--- src/rtl/id_stage_pipe_if.sv ---
// ID/EX output channel of the decode stage.
//   out_valid    : payload below is valid (driven by the decode stage)
//   out_ready    : EX stage accepts the payload (driven by EX)
//   pc_o         : registered PC of the decoded instruction
//   aluop_o      : ALU operation code
//   alusel_o     : ALU result-group select
//   reg1_o/reg2_o: resolved source operands
//   wd_o         : destination register address
//   wreg_o       : destination write enable
//   inst_invalid_o: instruction word was not recognised
// The master modport is the decode stage; the slave modport is EX.
interface id_stage_pipe_if #(
  parameter int DW  = 32,
  parameter int AW  = 32,
  parameter int RAW = 5
);
  logic           out_valid;
  logic           out_ready;
  logic [AW-1:0]  pc_o;
  logic [7:0]     aluop_o;
  logic [2:0]     alusel_o;
  logic [DW-1:0]  reg1_o;
  logic [DW-1:0]  reg2_o;
  logic [RAW-1:0] wd_o;
  logic           wreg_o;
  logic           inst_invalid_o;

  modport master (
    output out_valid, pc_o, aluop_o, alusel_o, reg1_o, reg2_o,
           wd_o, wreg_o, inst_invalid_o,
    input  out_ready
  );

  modport slave (
    input  out_valid, pc_o, aluop_o, alusel_o, reg1_o, reg2_o,
           wd_o, wreg_o, inst_invalid_o,
    output out_ready
  );
endinterface

--- src/rtl/id_stage_pipe.sv ---
// Registered instruction-decode stage for the OpenMIPS 5-stage pipeline.
// Decodes logic, shift, sync and pref instructions, drives the regfile read
// ports, resolves operands with EX/MEM forwarding, stalls on load-use
// hazards and holds the result in an ID/EX register behind valid/ready.
// Ports:
//   clk, rst                 : clock, synchronous active-high reset
//   in_valid/in_ready        : upstream handshake for pc_i/inst_i
//   pc_i, inst_i             : instruction PC and word from IF/ID
//   reg{1,2}_addr_o/_re_o    : regfile read address / enable (combinational)
//   reg{1,2}_data_i          : regfile read data (same cycle)
//   ex_* / mem_*             : writeback info of the EX and MEM stages
//   flush_i                  : drop the input and empty the output register
//   ex_bus                   : ID/EX output channel (id_stage_pipe_if.master)
module id_stage_pipe #(
  parameter int DW  = 32,
  parameter int AW  = 32,
  parameter int RAW = 5
) (
  input  logic           clk,
  input  logic           rst,
  input  logic           in_valid,
  output logic           in_ready,
  input  logic [AW-1:0]  pc_i,
  input  logic [31:0]    inst_i,
  output logic [RAW-1:0] reg1_addr_o,
  output logic [RAW-1:0] reg2_addr_o,
  output logic           reg1_re_o,
  output logic           reg2_re_o,
  input  logic [DW-1:0]  reg1_data_i,
  input  logic [DW-1:0]  reg2_data_i,
  input  logic           ex_wreg_i,
  input  logic [RAW-1:0] ex_wd_i,
  input  logic [DW-1:0]  ex_wdata_i,
  input  logic           ex_is_load_i,
  input  logic           mem_wreg_i,
  input  logic [RAW-1:0] mem_wd_i,
  input  logic [DW-1:0]  mem_wdata_i,
  input  logic           flush_i,
  id_stage_pipe_if.master ex_bus
);

  localparam logic [7:0] OP_NOP = 8'h00;
  localparam logic [7:0] OP_OR  = 8'h25;
  localparam logic [7:0] OP_AND = 8'h24;
  localparam logic [7:0] OP_XOR = 8'h26;
  localparam logic [7:0] OP_NOR = 8'h27;
  localparam logic [7:0] OP_SLL = 8'h7C;
  localparam logic [7:0] OP_SRL = 8'h02;
  localparam logic [7:0] OP_SRA = 8'h03;

  localparam logic [2:0] SEL_NOP   = 3'b000;
  localparam logic [2:0] SEL_LOGIC = 3'b001;
  localparam logic [2:0] SEL_SHIFT = 3'b010;

  // Instruction fields
  logic [5:0] op;
  logic [4:0] rs, rt, rd, sa;
  logic [5:0] funct;

  assign op    = inst_i[31:26];
  assign rs    = inst_i[25:21];
  assign rt    = inst_i[20:16];
  assign rd    = inst_i[15:11];
  assign sa    = inst_i[10:6];
  assign funct = inst_i[5:0];

  // Decoder outputs
  logic [7:0]     dec_aluop;
  logic [2:0]     dec_alusel;
  logic           dec_re1, dec_re2;
  logic [RAW-1:0] dec_wd;
  logic           dec_wreg;
  logic           dec_invalid;
  logic [DW-1:0]  dec_imm;

  always_comb begin
    dec_aluop   = OP_NOP;
    dec_alusel  = SEL_NOP;
    dec_re1     = 1'b0;
    dec_re2     = 1'b0;
    dec_wd      = RAW'(rd);
    dec_wreg    = 1'b0;
    dec_invalid = 1'b1;
    dec_imm     = '0;
    case (op)
      6'h00: begin
        case (funct)
          6'h25, 6'h24, 6'h26, 6'h27: begin
            if (sa == 5'd0) begin
              dec_alusel  = SEL_LOGIC;
              dec_re1     = 1'b1;
              dec_re2     = 1'b1;
              dec_wreg    = 1'b1;
              dec_invalid = 1'b0;
              case (funct)
                6'h25:   dec_aluop = OP_OR;
                6'h24:   dec_aluop = OP_AND;
                6'h26:   dec_aluop = OP_XOR;
                default: dec_aluop = OP_NOR;
              endcase
            end
          end
          6'h04, 6'h06, 6'h07: begin
            if (sa == 5'd0) begin
              dec_alusel  = SEL_SHIFT;
              dec_re1     = 1'b1;
              dec_re2     = 1'b1;
              dec_wreg    = 1'b1;
              dec_invalid = 1'b0;
              case (funct)
                6'h04:   dec_aluop = OP_SLL;
                6'h06:   dec_aluop = OP_SRL;
                default: dec_aluop = OP_SRA;
              endcase
            end
          end
          6'h0F: begin
            if (sa == 5'd0) begin
              dec_re2     = 1'b1;
              dec_invalid = 1'b0;
            end
          end
          6'h00, 6'h02, 6'h03: begin
            // Immediate shifts require rs (and the opcode) to be zero.
            if (inst_i[31:21] == 11'd0) begin
              dec_alusel  = SEL_SHIFT;
              dec_re2     = 1'b1;
              dec_wreg    = 1'b1;
              dec_invalid = 1'b0;
              dec_imm     = DW'(sa);
              case (funct)
                6'h00:   dec_aluop = OP_SLL;
                6'h02:   dec_aluop = OP_SRL;
                default: dec_aluop = OP_SRA;
              endcase
            end
          end
          default: ;
        endcase
      end
      6'h0D, 6'h0C, 6'h0E, 6'h0F: begin
        dec_alusel  = SEL_LOGIC;
        dec_re1     = 1'b1;
        dec_wd      = RAW'(rt);
        dec_wreg    = 1'b1;
        dec_invalid = 1'b0;
        dec_imm     = DW'(inst_i[15:0]);
        case (op)
          6'h0D:   dec_aluop = OP_OR;
          6'h0C:   dec_aluop = OP_AND;
          6'h0E:   dec_aluop = OP_XOR;
          default: begin
            // lui is an OR of $0 with the upper-half immediate
            dec_aluop = OP_OR;
            dec_imm   = DW'({inst_i[15:0], 16'h0000});
          end
        endcase
      end
      6'h33: dec_invalid = 1'b0;
      default: ;
    endcase
  end

  assign reg1_addr_o = RAW'(rs);
  assign reg2_addr_o = RAW'(rt);
  assign reg1_re_o   = dec_re1;
  assign reg2_re_o   = dec_re2;

  // Per-port operand resolution and load-use detection
  logic [RAW-1:0] rd_addr     [2];
  logic           rd_en       [2];
  logic [DW-1:0]  rf_data     [2];
  logic [DW-1:0]  operand     [2];
  logic           port_hazard [2];

  assign rd_addr[0] = reg1_addr_o;
  assign rd_addr[1] = reg2_addr_o;
  assign rd_en[0]   = dec_re1;
  assign rd_en[1]   = dec_re2;
  assign rf_data[0] = reg1_data_i;
  assign rf_data[1] = reg2_data_i;

  genvar gi;
  generate
    for (gi = 0; gi < 2; gi++) begin : g_port
      // EX is the younger producer, so it takes priority over MEM.
      assign operand[gi] =
          !rd_en[gi]                                  ? dec_imm     :
          (rd_addr[gi] == '0)                         ? '0          :
          (ex_wreg_i  && (ex_wd_i  == rd_addr[gi]))   ? ex_wdata_i  :
          (mem_wreg_i && (mem_wd_i == rd_addr[gi]))   ? mem_wdata_i :
                                                        rf_data[gi];
      assign port_hazard[gi] = ex_is_load_i && ex_wreg_i && (ex_wd_i != '0) &&
                               rd_en[gi] && (ex_wd_i == rd_addr[gi]);
    end
  endgenerate

  logic hazard;
  logic load_en;

  assign hazard   = port_hazard[0] || port_hazard[1];
  assign load_en  = !ex_bus.out_valid || ex_bus.out_ready;
  assign in_ready = flush_i || (load_en && !hazard);

  // ID/EX register
  always_ff @(posedge clk) begin
    if (rst) begin
      ex_bus.out_valid      <= 1'b0;
      ex_bus.pc_o           <= '0;
      ex_bus.aluop_o        <= OP_NOP;
      ex_bus.alusel_o       <= SEL_NOP;
      ex_bus.reg1_o         <= '0;
      ex_bus.reg2_o         <= '0;
      ex_bus.wd_o           <= '0;
      ex_bus.wreg_o         <= 1'b0;
      ex_bus.inst_invalid_o <= 1'b0;
    end else if (flush_i) begin
      ex_bus.out_valid <= 1'b0;
    end else if (load_en) begin
      ex_bus.out_valid <= in_valid && !hazard;
      if (in_valid && !hazard) begin
        ex_bus.pc_o           <= pc_i;
        ex_bus.aluop_o        <= dec_aluop;
        ex_bus.alusel_o       <= dec_alusel;
        ex_bus.reg1_o         <= operand[0];
        ex_bus.reg2_o         <= operand[1];
        ex_bus.wd_o           <= dec_wd;
        ex_bus.wreg_o         <= dec_wreg;
        ex_bus.inst_invalid_o <= dec_invalid;
      end
    end
  end

endmodule

--- src/flat_wrapper.sv ---
// flat-port wrapper written by rule: the top's interface ports become plain ports
module id_stage_pipe_flat 
#(
  parameter int DW  = 32,
  parameter int AW  = 32,
  parameter int RAW = 5
)
  (clk, rst, in_valid, in_ready, pc_i, inst_i, reg1_addr_o, reg2_addr_o, reg1_re_o, reg2_re_o, reg1_data_i, reg2_data_i, ex_wreg_i, ex_wd_i, ex_wdata_i, ex_is_load_i, mem_wreg_i, mem_wd_i, mem_wdata_i, flush_i, ex_bus_out_valid, ex_bus_pc_o, ex_bus_aluop_o, ex_bus_alusel_o, ex_bus_reg1_o, ex_bus_reg2_o, ex_bus_wd_o, ex_bus_wreg_o, ex_bus_inst_invalid_o, ex_bus_out_ready);
  id_stage_pipe_if #(.DW(DW), .AW(AW), .RAW(RAW)) ex_bus_i ();
  input  logic clk;
  input  logic rst;
  input  logic in_valid;
  output logic in_ready;
  input  logic [AW-1:0] pc_i;
  input  logic [31:0] inst_i;
  output logic [RAW-1:0] reg1_addr_o;
  output logic [RAW-1:0] reg2_addr_o;
  output logic reg1_re_o;
  output logic reg2_re_o;
  input  logic [DW-1:0] reg1_data_i;
  input  logic [DW-1:0] reg2_data_i;
  input  logic ex_wreg_i;
  input  logic [RAW-1:0] ex_wd_i;
  input  logic [DW-1:0] ex_wdata_i;
  input  logic ex_is_load_i;
  input  logic mem_wreg_i;
  input  logic [RAW-1:0] mem_wd_i;
  input  logic [DW-1:0] mem_wdata_i;
  input  logic flush_i;
  output wire logic [$bits(ex_bus_i.out_valid)-1:0] ex_bus_out_valid;
  output wire logic [$bits(ex_bus_i.pc_o)-1:0] ex_bus_pc_o;
  output wire logic [$bits(ex_bus_i.aluop_o)-1:0] ex_bus_aluop_o;
  output wire logic [$bits(ex_bus_i.alusel_o)-1:0] ex_bus_alusel_o;
  output wire logic [$bits(ex_bus_i.reg1_o)-1:0] ex_bus_reg1_o;
  output wire logic [$bits(ex_bus_i.reg2_o)-1:0] ex_bus_reg2_o;
  output wire logic [$bits(ex_bus_i.wd_o)-1:0] ex_bus_wd_o;
  output wire logic [$bits(ex_bus_i.wreg_o)-1:0] ex_bus_wreg_o;
  output wire logic [$bits(ex_bus_i.inst_invalid_o)-1:0] ex_bus_inst_invalid_o;
  input wire logic [$bits(ex_bus_i.out_ready)-1:0] ex_bus_out_ready;
  assign ex_bus_out_valid = ex_bus_i.out_valid;
  assign ex_bus_pc_o = ex_bus_i.pc_o;
  assign ex_bus_aluop_o = ex_bus_i.aluop_o;
  assign ex_bus_alusel_o = ex_bus_i.alusel_o;
  assign ex_bus_reg1_o = ex_bus_i.reg1_o;
  assign ex_bus_reg2_o = ex_bus_i.reg2_o;
  assign ex_bus_wd_o = ex_bus_i.wd_o;
  assign ex_bus_wreg_o = ex_bus_i.wreg_o;
  assign ex_bus_inst_invalid_o = ex_bus_i.inst_invalid_o;
  assign ex_bus_i.out_ready = ex_bus_out_ready;
  id_stage_pipe #(.DW(DW), .AW(AW), .RAW(RAW)) u_core (.clk(clk), .rst(rst), .in_valid(in_valid), .in_ready(in_ready), .pc_i(pc_i), .inst_i(inst_i), .reg1_addr_o(reg1_addr_o), .reg2_addr_o(reg2_addr_o), .reg1_re_o(reg1_re_o), .reg2_re_o(reg2_re_o), .reg1_data_i(reg1_data_i), .reg2_data_i(reg2_data_i), .ex_wreg_i(ex_wreg_i), .ex_wd_i(ex_wd_i), .ex_wdata_i(ex_wdata_i), .ex_is_load_i(ex_is_load_i), .mem_wreg_i(mem_wreg_i), .mem_wd_i(mem_wd_i), .mem_wdata_i(mem_wdata_i), .flush_i(flush_i), .ex_bus(ex_bus_i));
endmodule
--- config.mk ---
export PLATFORM = sky130hd
export DESIGN_NAME = id_stage_pipe_flat
export DESIGN_NICKNAME = d
export VERILOG_FILES = /design/src/rtl/id_stage_pipe_if.sv /design/src/rtl/id_stage_pipe.sv /design/src/flat_wrapper.sv
export SDC_FILE = /design/constraint.sdc
export NUM_CORES = 1
export LEC_CHECK = 0
export CAP_MARGIN = 15
export CELL_PAD_IN_SITES_DETAIL_PLACEMENT = 0
export CELL_PAD_IN_SITES_GLOBAL_PLACEMENT = 1
export CORE_UTILIZATION = 31
export CTS_CLUSTER_DIAMETER = 150
export DETAILED_ROUTE_END_ITERATION = 12
export HOLD_SLACK_MARGIN = 0.08
export PLACE_DENSITY_LB_ADDON = 0.1
export SYNTH_ARGS = -nofsm -noshare
export SYNTH_HDL_FRONTEND = slang
export SYNTH_SLANG_ARGS = --single-unit
--- constraint.sdc ---
create_clock -name clk -period 4.2 [get_ports clk]
set_clock_uncertainty 0.1 [all_clocks]
set_input_delay 0.84 -clock clk [delete_from_list [all_inputs] [get_ports clk]]
set_output_delay 0.84 -clock clk [all_outputs]
set_load 0.01 [all_outputs]
==> results.md <==
- Setup Viol. Count Final: 0
- Synth unique cells: 58
- Unrepaired setup endpoints after global routing: no
- CP Launch Type: primary input
- Met2 Resource Use GR: between 40% and 50%
- Top cell type by total area after synthesis: dfxtp_1
- GRT Util Overall: between 20 and 30%
- CP arrival: roughly 3000 ps
- GP Congestion: between 0.8 and 0.9
- DR pass1 iterations: 6
- Routed Antenna Nets: 0
- DRT iter0 DRCs: 525
- IO buf count: 335
- Ys async rst share: 0%
- Post-synth EDFFs: 0
- Met3 Use GR: 7.54%
- DRC: 0
- CTS max path bufs: 2
- Top_reg_cell synth: dfxtp_1
- GRT overflow: 0
- Max-capacitance violation count: 0
- Setup TNS: 0 ps
- Reg-to-reg slack, setup: 2380 ps
- Reg2reg end: u_core.ex_bus.reg2_o[6]$_SDFFE_PP0P_
- Share of cells above drive strength 1: around an eighth
- Status: completed
- Clock-pin slew on the worst setup and hold paths: 90 ps
- Num CTS Buffers: 9
- Cell Area, Synth: roughly 0.0070 mm²
- CP max-delay cell: or4_4
- Min-Delay Path Class: flop to flop
- Nets: approximately 1400
- CTS H-tree depth: 3
- Cells on worst reg2reg path: 6
- CP Max Fanout: 4
- Chip width: about 150 µm
- Final worst slack: roughly 190 ps
- RR Startpoint: u_core.ex_bus.out_valid$_SDFFE_PP0P_
- Detailed-route via count: between 8000 and 9000
- Syn Inst Count: approximately 850
- Vias/cell: approximately 5.6
- Worst EP required: 3260 ps
- Fmax: between 200 and 250 MHz
- First-pass GRT wire length: ~48 mm
- Clk Tree Root Cell: clkbuf_16
- Hold Fails Final Rpt: 0
- Routed WL: ~34 mm
- Synth top area share: 31.7%
- P_leak: approximately 0.0036 µW
- PwrDens: ~250 mW/mm²
- Sequential area share after synthesis: 31.7%
- Most frequent CP cell: clkdlybuf4s50_1
- Average size of a mapped cell: around 8 µm²
- Die ar.: between 0.02 and 0.025 mm²
- Headroom to the max-slew limit: around a quarter
- Slew Limit Fails: 0
- VDD IR max: approximately 0.19 mV
- Endpoint, Worst Hold: u_core.ex_bus.pc_o[2]$_SDFFE_PP0P_
- Critical Path Sink Type: primary output
- Vias in the first global route: slightly below 8000
- Syn. warnings: 0
- Count of buffer and inverter cells on the critical path: 3
- Routed WL per cell: 23.4 µm
- Met1 usage: roughly a third
- Crit path kind: primary input to primary output
- Dominant cells by area after synthesis: dfxtp_1 32%, a21oi_1 6.3%, a211oi_1 5.4%
- Sink Count: 110
- Initial antenna violation count: 3
- Min cycle time layout: roughly 4000 ps
- Hold buffers post-CTS: 0
- Critical Path Start: inst_i[7]
- Grt peak-use layer: met2
- CP top delay family: buffers and inverters
- Die Span Y: about 150 µm
- Min-Delay Startpoint: u_core.ex_bus.pc_o[2]$_SDFFE_PP0P_
- Initial core utilization: 31.8%
- Placement Setup Slack: 21.8 ps
- Site row count: 54
- # IOs: roughly 340
- Core area: between 0.02 and 0.025 mm²
- P&R area growth vs syn: 57.0%
- Crit path cell chain: clkdlybuf4s50_1 > or4_4 > nor4_4 > buf_4 > a32oi_1 > nor2_1 > clkdlybuf4s50_1
- Post-DP HPWL: 24.9 mm
- Worst-Skew Late Latency: about 370 ps
- Critical path's largest stage delay: 580 ps
- Largest net degree at the start of global routing: 84
- Fillers: 2158
- Seq cells post-synth: 110
- TritonCTS clock tree: yes
- Hold Path Depth: 2
- Final period util: between 90% and 100%
- Worst Tran Pin Value: 1150 ps
[power by group]
part	internal [µW]	total, µW	switching, µW
logic	381	698	317
registers	1090	1110	23.8
clock network	431	922	491
total	1900	2730	831
[worst register-to-register path: cells and delay by family, from the launching register on]
family	cells	cell delay, ps
simple gates	2	340
buf+inv	2	600
compound gates	2	370
flops	1	330
[final cells by class]
class / instances / area (µm²) / area share (%)
multi-input cells: 632 / 4210 / 38.6
repair buffers: 389 / 3810 / 34.9
flip-flops and latches: 110 / 2200 / 20.2
well taps: 280 / 350 / 3.21
clock buffers: 9 / 225 / 2.06
clock inverters: 7 / 85.1 / 0.780
inverters: 5 / 18.8 / 0.172
diodes: 3 / 7.51 / 0.0688
[synthesized netlist by cell type, types with 6 or more instances]
library cell    n
o31a_1         21
a221o_1        10
o211ai_1       33
clkbuf_1       54
a21oi_1        87
buf_6           6
xnor2_1        17
mux2_2         30
nand2_1        57
nand3_1        37
buf_1           9
nor2_1         40
clkbuf_8        6
nand2b_1       31
nor3_1         20
a211oi_1       50
buf_4          16
dfxtp_1       110
a211oi_2       19
a32oi_1         7
and3_1         23
and2_1          7
o21ai_0        63
o2111ai_1      27
[how the worst max path moves through the flow]
stage                      to  cells after the start
floorplan            in_ready                      7
global placement     in_ready                      7
detailed placement   in_ready                      7
CTS                  in_ready                      7
global route        reg2_re_o                      7
finish              reg2_re_o                      7
[metal layers]
metal | share of wire, % | vias up
li1 | - | 3800
met1 | 41 | 3807
met2 | 48 | 370
met3 | 9.3 | 44
met4 | 2.5 | 0
met5 | 0 | -
[sequential cells by signal, summed over array words and instances (netlist names)]
name,count
u_core.ex_bus.aluop_o,4
u_core.ex_bus.alusel_o,2
u_core.ex_bus.inst_invalid_o,1
u_core.ex_bus.out_valid,1
u_core.ex_bus.pc_o,32
u_core.ex_bus.reg1_o,32
u_core.ex_bus.reg2_o,32
u_core.ex_bus.wd_o,5
u_core.ex_bus.wreg_o,1
[through the flow]
step | hold slack (ps) | instances | area (µm²) | util [%] | power, µW
6_report | 376 | 1435 | 10900 | 49.8 | 2730
3_3_place_gp | 360 | 1416 | 10600 | 48.3 | 1830
2_1_floorplan | 398 | 847 | 6950 | - | 1400
4_1_cts | 379 | 1432 | 10900 | 49.7 | 2750
5_1_grt | 397 | 1434 | 10900 | 49.8 | 2840
3_5_place_dp | 367 | 1416 | 10600 | 48.3 | 1830
[what timing repair did]
item                       4_1_cts  5_1_grt
gates resized for setup          0        3
setup endpoints to repair        0        1
setup buffers                    0        0
[logic make-up after synthesis]
| family | Yosys count | share of synthesized area, % |
|---|---|---|
| XOR/XNOR | 20 | 2.52 |
| AO/OA/AOI/OAI | 335 | 33.7 |
| other | 1 | 0.0540 |
| buffers and inverters | 105 | 8.55 |
| flip-flops | 110 | 31.7 |
| multiplexers | 35 | 5.58 |
| AND/OR/NAND/NOR | 240 | 17.9 |
[layout by cell type (no fill, tap or decap), types with 6 or more instances in the layout]
| cell | Yosys | final |
|---|---|---|
| a211oi_1 | 50 | 50 |
| a211oi_2 | 19 | 19 |
| a21oi_1 | 87 | 87 |
| a221o_1 | 10 | 10 |
| a32oi_1 | 7 | 6 |
| and2_1 | 7 | 7 |
| and3_1 | 23 | 23 |
| buf_4 | 16 | 51 |
| clkbuf_16 | 0 | 9 |
| clkdlybuf4s50_1 | 0 | 333 |
| dfxtp_1 | 110 | 110 |
| mux2_2 | 30 | 30 |
| nand2_1 | 57 | 57 |
| nand2b_1 | 31 | 31 |
| nand3_1 | 37 | 37 |
| nor2_1 | 40 | 39 |
| nor3_1 | 20 | 17 |
| o2111ai_1 | 27 | 27 |
| o211ai_1 | 33 | 33 |
| o21ai_0 | 63 | 63 |
| o31a_1 | 21 | 21 |
| xnor2_1 | 17 | 17 |
Power figures use the tool's default switching activity.
